[config.mk]
export PLATFORM = sky130hd
export DESIGN_NAME = adder_accumulator
export DESIGN_NICKNAME = d
export VERILOG_FILES = /design/src/rtl/adder_pkg.sv /design/src/rtl/adder_accumulator_cla.sv /design/src/rtl/adder_accumulator.sv
export SDC_FILE = /design/constraint.sdc
export NUM_CORES = 1
export LEC_CHECK = 0
export CORE_ASPECT_RATIO = 0.9
export CORE_MARGIN = 4
export CORE_UTILIZATION = 30
export DETAILED_ROUTE_END_ITERATION = 6
export PLACE_DENSITY = 0.54
export SLEW_MARGIN = 25
export SYNTH_ARGS = -nofsm -noshare
export SYNTH_HDL_FRONTEND = slang
export SYNTH_SLANG_ARGS = --single-unit
[constraint.sdc]
create_clock -name clk -period 26.9 [get_ports clk]
set_input_delay 5.38 -clock clk [delete_from_list [all_inputs] [get_ports clk]]
set_output_delay 5.38 -clock clk [all_outputs]
set_load 0.02 [all_outputs]
[src/rtl/adder_pkg.sv]
// Shared definitions for the adder/accumulator slice: default widths and FSM encoding.
package adder_pkg;

   localparam int unsigned DEF_N     = 32;
   localparam int unsigned DEF_CNT_W = 8;

   typedef enum logic [1:0] {
      IDLE  = 2'd0,
      ACCUM = 2'd1,
      HOLD  = 2'd2
   } accStateT;

endpackage

[src/rtl/adder_accumulator_cla.sv]
// Generate/propagate adder with unsigned carry-out and signed overflow flags.
module adder_accumulator_cla
   import adder_pkg::*;
#(
   parameter int unsigned N = DEF_N
) (
   input  logic [N-1:0] a,
   input  logic [N-1:0] b,
   output logic [N-1:0] sum,
   output logic         carry,
   output logic         overflow
);

   logic [N-1:0] gen;
   logic [N-1:0] prop;
   logic [N:0]   c;

   always_comb begin
      gen  = a & b;
      prop = a ^ b;
      c    = '0;
      for (int unsigned i = 0; i < N; i++) begin
         c[i+1] = gen[i] | (prop[i] & c[i]);
      end
      sum      = prop ^ c[N-1:0];
      carry    = c[N];
      // Same-sign operands whose result sign differs.
      overflow = (a[N-1] == b[N-1]) && (sum[N-1] != a[N-1]);
   end

endmodule

[src/rtl/adder_accumulator.sv]
// Packet accumulator: sums operand beats until in_last, then holds the result until out_ready.
module adder_accumulator
   import adder_pkg::*;
#(
   parameter int unsigned N     = DEF_N,
   parameter int unsigned CNT_W = DEF_CNT_W
) (
   input  logic             clk,
   input  logic             rst_n,
   input  logic             in_valid,
   output logic             in_ready,
   input  logic [N-1:0]     in_data,
   input  logic             in_last,
   output logic             out_valid,
   input  logic             out_ready,
   output logic [N-1:0]     out_sum,
   output logic             out_carry,
   output logic             out_of,
   output logic [CNT_W-1:0] out_of_count,
   output logic [CNT_W-1:0] out_count
);

   accStateT         state, stateNext;
   logic [N-1:0]     acc, accNext;
   logic             carrySticky, carryNext;
   logic             ofSticky, ofNext;
   logic [CNT_W-1:0] ofCount, ofCountNext;
   logic [CNT_W-1:0] count, countNext;
   logic [N-1:0]     addA, addSum;
   logic             addCarry, addOf;
   logic             accept;

   adder_accumulator_cla #(.N(N)) uCla (
      .a        (addA),
      .b        (in_data),
      .sum      (addSum),
      .carry    (addCarry),
      .overflow (addOf)
   );

   always_ff @(posedge clk or negedge rst_n) begin
      if (!rst_n) state <= IDLE;
      else        state <= stateNext;
   end

   always_comb begin
      stateNext   = state;
      accNext     = acc;
      carryNext   = carrySticky;
      ofNext      = ofSticky;
      ofCountNext = ofCount;
      countNext   = count;
      in_ready    = (state != HOLD);
      accept      = in_valid && in_ready;
      addA        = (state == IDLE) ? '0 : acc;
      case (state)
         IDLE: if (accept) begin
            accNext     = addSum;
            countNext   = CNT_W'(1);
            carryNext   = addCarry;
            ofNext      = addOf;
            ofCountNext = addOf ? CNT_W'(1) : '0;
            stateNext   = in_last ? HOLD : ACCUM;
         end
         ACCUM: if (accept) begin
            accNext   = addSum;
            carryNext = carrySticky | addCarry;
            ofNext    = ofSticky | addOf;
            if (addOf && (ofCount != '1)) ofCountNext = ofCount + 1'b1;
            if (count != '1)              countNext   = count + 1'b1;
            stateNext = in_last ? HOLD : ACCUM;
         end
         HOLD: if (out_ready) stateNext = IDLE;
         default: stateNext = IDLE;
      endcase
   end

   // Result outputs load only on the final beat so they stay put through HOLD and IDLE.
   always_ff @(posedge clk or negedge rst_n) begin
      if (!rst_n) begin
         acc          <= '0;
         carrySticky  <= 1'b0;
         ofSticky     <= 1'b0;
         ofCount      <= '0;
         count        <= '0;
         out_valid    <= 1'b0;
         out_sum      <= '0;
         out_carry    <= 1'b0;
         out_of       <= 1'b0;
         out_of_count <= '0;
         out_count    <= '0;
      end else begin
         acc         <= accNext;
         carrySticky <= carryNext;
         ofSticky    <= ofNext;
         ofCount     <= ofCountNext;
         count       <= countNext;
         out_valid   <= (stateNext == HOLD);
         if (accept && in_last) begin
            out_sum      <= accNext;
            out_carry    <= carryNext;
            out_of       <= ofNext;
            out_of_count <= ofCountNext;
            out_count    <= countNext;
         end
      end
   end

endmodule

# ---- Yosys cells after proc, flatten, opt, wreduce, memory -nomap -nowiden
# Index checks and enable logic that the tools add are counted.
# Widths: inputs -> output; s select.
dict set report word_totals {
  ff_bits 103
  input_bits 37
  output_inout_bits 52
  wordCells 117
}
dict set report op_classes {
  addsub 2
  n_eq_ne 8
  mux 22
  bitwise 67
  reduce_logical 6
}
# operator count
set op_table {}
lappend op_table {{$mux 32} 3}
lappend op_table {{$xor 32x32->32} 2}
lappend op_table {{$mux 8} 6}
lappend op_table {{$or 1x1->1} 33}
lappend op_table {{$and 32x32->32} 1}
lappend op_table {{$pmux 8 s2} 2}
lappend op_table {{$and 1x1->1} 31}
lappend op_table {{$add 8x1->8 const B} 2}
lappend op_table {{$ne 8x8->1 const B} 2}
lappend op_table {{$mux 2} 3}
lappend op_table {{$mux 1} 5}
lappend op_table {{$eq 2x2->1 const B} 2}
lappend op_table {{$logic_and 1x1->1} 4}
lappend op_table {{$pmux 1 s2} 2}
lappend op_table {{$pmux 2 s2} 1}
lappend op_table {{$eq 2x1->1 const B} 1}
lappend op_table {{$logic_not 2->1} 1}
lappend op_table {{$ne 2x2->1 const B} 1}
lappend op_table {{$reduce_or 2->1} 1}
lappend op_table {{$eq 1x1->1} 1}
lappend op_table {{$ne 1x1->1} 1}

# ---- Longest topological paths before layout
dict set report logic_depth {
  depth_word 70
  mapped_depth 43
  ltp_nobuf 40
}

# ---- By module
# A second synthesis with hierarchy kept.
dict set report unflattened {
  hier_cells 446
  hier_area_um2 5121.2
}
# module instances cells_each area_each_um2 seq_area_each_um2
set modules_own_cells {}
lappend modules_own_cells {adder_accumulator 1 406 4444.3 2577.5}
lappend modules_own_cells {adder_accumulator_cla 1 40 676.9 0.0}

# ---- Worst setup path after synthesis
# Ideal clock, no wire load.
dict set report synth_timing {
  kind {input -> register}
  from {input in_data[0]}
  to {register out_of_count[7]}
  setup_ns 0.125
  t_arrival_ns 18.745
  t_required_ns 26.775
  slack_ns 8.031
  cell_stages 38
  path_buffers 0
  path_cell_list {ha_1 fa_1 fa_1 fa_1 fa_1 fa_1 fa_1 fa_1 fa_1 fa_1 fa_1 fa_1 fa_1 fa_1 fa_1 fa_1 fa_1 fa_1 [2 not listed] fa_1 fa_1 fa_1 fa_1 fa_1 fa_1 fa_1 fa_1 fa_1 fa_1 fa_1 inv_1 fa_1 nor2_1 mux2i_2 or4_1 mux2i_1 mux2_2}
}
dict set report synth_via {
  elab_chain_len 68
}
# item line_no
set synth_lines {}
lappend synth_lines {{from (decl)} adder_accumulator.sv:12} ;# input logic [N-1:0] in_data,
lappend synth_lines {{$and 32x32->32} adder_accumulator_cla.sv:19} ;# gen = a & b;
lappend synth_lines {{$and 1x1->1} adder_accumulator_cla.sv:23} ;# c[i+1] = gen[i] | (prop[i] & c[i]);
lappend synth_lines {{$or 1x1->1} adder_accumulator_cla.sv:23}
lappend synth_lines {{$and 1x1->1} adder_accumulator_cla.sv:23}
lappend synth_lines {{$or 1x1->1} adder_accumulator_cla.sv:23}
lappend synth_lines {{$and 1x1->1} adder_accumulator_cla.sv:23}
lappend synth_lines {{$or 1x1->1} adder_accumulator_cla.sv:23}
lappend synth_lines {{$and 1x1->1} adder_accumulator_cla.sv:23}
lappend synth_lines {{[53 not listed]} -}
lappend synth_lines {{$xor 32x32->32} adder_accumulator_cla.sv:25} ;# sum = prop ^ c[N-1:0];
lappend synth_lines {{$ne 1x1->1} adder_accumulator_cla.sv:28} ;# overflow = (a[N-1] == b[N-1]) && (sum[N-1] != a[N-1]);
lappend synth_lines {{$logic_and 1x1->1} adder_accumulator_cla.sv:28}
lappend synth_lines {{$logic_and 1x1->1} adder_accumulator.sv:69} ;# if (addOf && (ofCount != '1)) ofCountNext = ofCount + 1'b1;
lappend synth_lines {{$mux 8} adder_accumulator.sv:69}
lappend synth_lines {{$mux 8} adder_accumulator.sv:65} ;# ACCUM: if (accept) begin
lappend synth_lines {{$pmux 8 s2} adder_accumulator.sv:56} ;# case (state)
lappend synth_lines {{via ofCountNext[7]} adder_accumulator.sv:27} ;# logic [CNT_W-1:0] ofCount, ofCountNext;
lappend synth_lines {{to (signal assigned)} adder_accumulator.sv:103} ;# out_of_count <= ofCountNext;
lappend synth_lines {{to (decl)} adder_accumulator.sv:19} ;# output logic [CNT_W-1:0] out_of_count,
# The timed path passes the listed nets, and every way through them passes these cells.
# A chain may end at the register's enable or synchronous reset.

# ---- Worst setup path after layout
# Ends and elaborated chain as after synthesis.

==> results_dict.tcl <==
set metrics [dict create \
    fmax_mhz 51.1 \
    async_flop_share_pct 100 \
    hold_class "reg2reg" \
    htreeDepth 3 \
    cts_root_buf "clkbuf_16" \
    drive_above_1_share_pct 7.34 \
    ff2ff_setup_slack_ns 11.59 \
    timing.final.crit_share_pct 72.8 \
    floorplan.initialDensity_pct 31.0 \
    synth.avg_cell_area_sq_um 10.0 \
    vdd_drop_max_uv 48.4 \
    clk_pin_slew_worst_paths_ns 0.07 \
    num_rows 44 \
    worst-setup-path-type "in2reg" \
    drv_cap 0 \
    grt_max_degree 75 \
    core_sq_um 16400 \
    cts_tree "yes" \
    sw_frac_of_total_pct 35.7 \
    num_vias 3708 \
    antenna_found_initial 1 \
    detail_route.iter0.violations 199 \
    p_clk_share_pct 23.4 \
    post_drt_wl_per_cell_microns 15.0 \
    syn_to_final_growth_pct 26.9 \
    max_stage_delay_ns 0.60 \
    cp.required_ns 27.14 \
    cts_sinks 103 \
    period_needed_ns 19.58 \
    io-pin-count 89 \
    final_cells 793 \
    io_buffers 88 \
    utilization_pct 39.4 \
    crit_buf_inv 2 \
    netlist_top_cells_area "dfrtp_1 (51%), nand2_1 (15%), fa_1 (12%)" \
    rsz0062_at_grt "false" \
    synth-edff-count 0 \
    postCtsResizedCells 0 \
    cp_max_fo 13 \
    total_power_uw 611 \
    route.detailed.drc 0 \
    syn_inst 507 \
    cp-start-kind "input port" \
    crit_path_end_kind "flip-flop" \
    final.setup.tns_ns 0 \
    min_path_cells 2 \
    post_cts_buffers 0 \
    antennaDiodeCount 0 \
    first_pass_iters 4 \
    p_comb_share_pct 37.6 \
    p_int_uw 393 \
    placed_cells 777 \
    avgViaCountPerCell 4.68 \
    r2r_end "out_of_count[7]$_DFFE_PN0P_" \
    dieArea_sq_um 19100 \
    yosys.area.top_type "dfrtp_1" \
    slew_viol_final 0 \
    ys_types 42 \
    powerDensity_nw_per_um2 94.6 \
    outcome "finished, final reports clean" \
    yosys_most_used_dff "dfrtp_1" \
    gp_congestion 0.774 \
    syn_area_sq_um 5090 \
    maxSlewHeadroom_pct 40.2 \
    clockBufferDepth 2 \
    final_nets 653 \
    hp-start "out_sum[5]$_DFFE_PN0P_" \
    dp.final_hpwl_microns 8040 \
    synth_fp_nets 579 \
    whs_endpoint "out_sum[5]$_DFFE_PN0P_" \
    hold_violations 0 \
    setup_viol 0 \
    seq_power_share_pct 39.0 \
    worstMarginPinSlew_ns 0.898 \
    grt_pass1_wl_microns 20600 \
    regToRegStartpoint "state[0]$_DFF_PN0_" \
    synth_top_area_share_pct 50.7 \
    critical-path-top-delay-family "adder cells" \
    cts_hold_buf 0 \
    grt.total_usage_pct 13.1 \
    ant_nets 0 \
    synth-seq-cells 103 \
    numCtsBuffers 9 \
    crit_slowest_cell "or4_1" \
    seq_area_frac_synth_pct 50.7 \
    clock_latency_ns 0.35 \
    leakage_nw 3.02 \
    fp.dieW_microns 145 \
    yosysWarnings 0 \
    wirelength_microns 11900 \
    grt_pass1_vias 3911 \
    reg2reg_depth 40 \
    grt_overflow 0 \
    p_sw_uw 218 \
    finalClockSkew_ns 0.00703 \
    die_y_microns 132 \
    cpMostUsedCell "fa_1" \
    arrival_ns 19.83 \
]
==> cell usage in the layout, fill, tap and decap left out, types with 3 or more instances in the layout <==
cell type and instances:
a211oi_1 3, a21oi_1 6, and2_1 31, clkbuf_16 9
clkdlybuf4s50_1 87, clkinv_2 3, dfrtp_1 103, fa_1 31
ha_1 4, inv_1 5, mux2_2 15, mux2i_1 8
nand2_1 207, nand3_1 6, nand4_1 5, nor2_1 9
nor3_1 3, nor4_1 3, o21ai_0 10, o31ai_1 3
o41ai_1 3
==> tightest hold or removal path, cell delays in order (launching register included) <==
cell and delay, ns:
dfrtp_1 0.35, nand2_1 0.05, nand2_1 0.05
==> flip-flops by register name, summed over array words and instances (netlist names) <==
| name | cells |
|---|---|
| out_valid | 1 |
| out_of_count | 8 |
| state | 2 |
| count | 8 |
| ofCount | 8 |
| ofSticky | 1 |
| acc | 32 |
| out_count | 8 |
| out_carry | 1 |
| out_sum | 32 |
| carrySticky | 1 |
| out_of | 1 |
==> per-stage QoR <==
| stage | setup WS [ns] | hold slack (ns) | instance area, sq um |
|---|---|---|---|
| after floorplan | 8.03 | 0.449 | 5090 |
| after global placement | 7.06 | 0.458 | 6130 |
| after detailed placement | 6.96 | 0.465 | 6130 |
| after CTS | 7.32 | 0.482 | 6450 |
| after global routing | 6.76 | 0.508 | 6460 |
| final | 7.32 | 0.476 | 6460 |
==> worst max-delay path by stage <==
stage / depth (start not counted) / end / slack (ns) / from
detailed placement: 39 / out_of_count[7]$_DFFE_PN0P_ / 6.96 / in_data[0]
CTS: 39 / out_of_count[7]$_DFFE_PN0P_ / 7.32 / in_data[0]
floorplan: 38 / out_of_count[7]$_DFFE_PN0P_ / 8.03 / in_data[0]
global placement: 39 / out_of_count[7]$_DFFE_PN0P_ / 7.06 / in_data[0]
finish: 39 / out_of_count[7]$_DFFE_PN0P_ / 7.32 / in_data[0]
global route: 39 / out_of_count[7]$_DFFE_PN0P_ / 6.76 / in_data[0]
==> power by group through the flow <==
stage	registers (mW)	clock network, mW	logic [mW]
after floorplan	0.265	0	0.115
after global placement	0.240	0	0.229
after detailed placement	0.242	0	0.233
after CTS	0.239	0.148	0.234
after global routing	0.245	0.154	0.261
final	0.238	0.143	0.230
==> synthesized netlist by cell type (2+ instances only) <==
library cell	instances
a211oi_1	3
a21oi_1	6
and2_1	31
buf_1	2
buf_2	5
buf_4	2
clkbuf_1	17
dfrtp_1	103
fa_1	31
ha_1	4
inv_1	5
mux2_2	15
mux2i_1	8
nand2_1	207
nand2b_1	2
nand3_1	7
nand4_1	5
nor2_1	9
nor2b_1	3
nor3_1	3
nor4_1	3
nor4b_1	2
o21ai_0	10
o22ai_1	2
o31ai_1	3
o41ai_1	3
==> routing by layer <==
layer,global-route usage [%],wire length [microns]
met5,0,13
met4,3.69,160
met3,3.99,586
met2,20.4,5420
met1,17.9,5740
==> final cells by class <==
class	instances	area (sq um)
clock inverter	7	95.1
fill	1641	9950
multi-input combinational	371	2380
tap	207	259
clock buffer	9	225
timing repair buffer	90	897
inverter	6	23.8
sequential	103	2580
==> cells by family (layout without fill, tap and decap cells) <==
group                      after synthesis  in the layout  synth area share, %
buffers and inverters                   33            112                 2.88
muxes                                   24             24                 5.16
DFF                                    103            103                 50.7
AOI/OAI and AO/OA                       34             34                 4.40
adders and majority gates               35             35                 13.2
and+or+nand+nor                        278            278                 23.7
No activity file was read; power rests on OpenSTA's default activity.
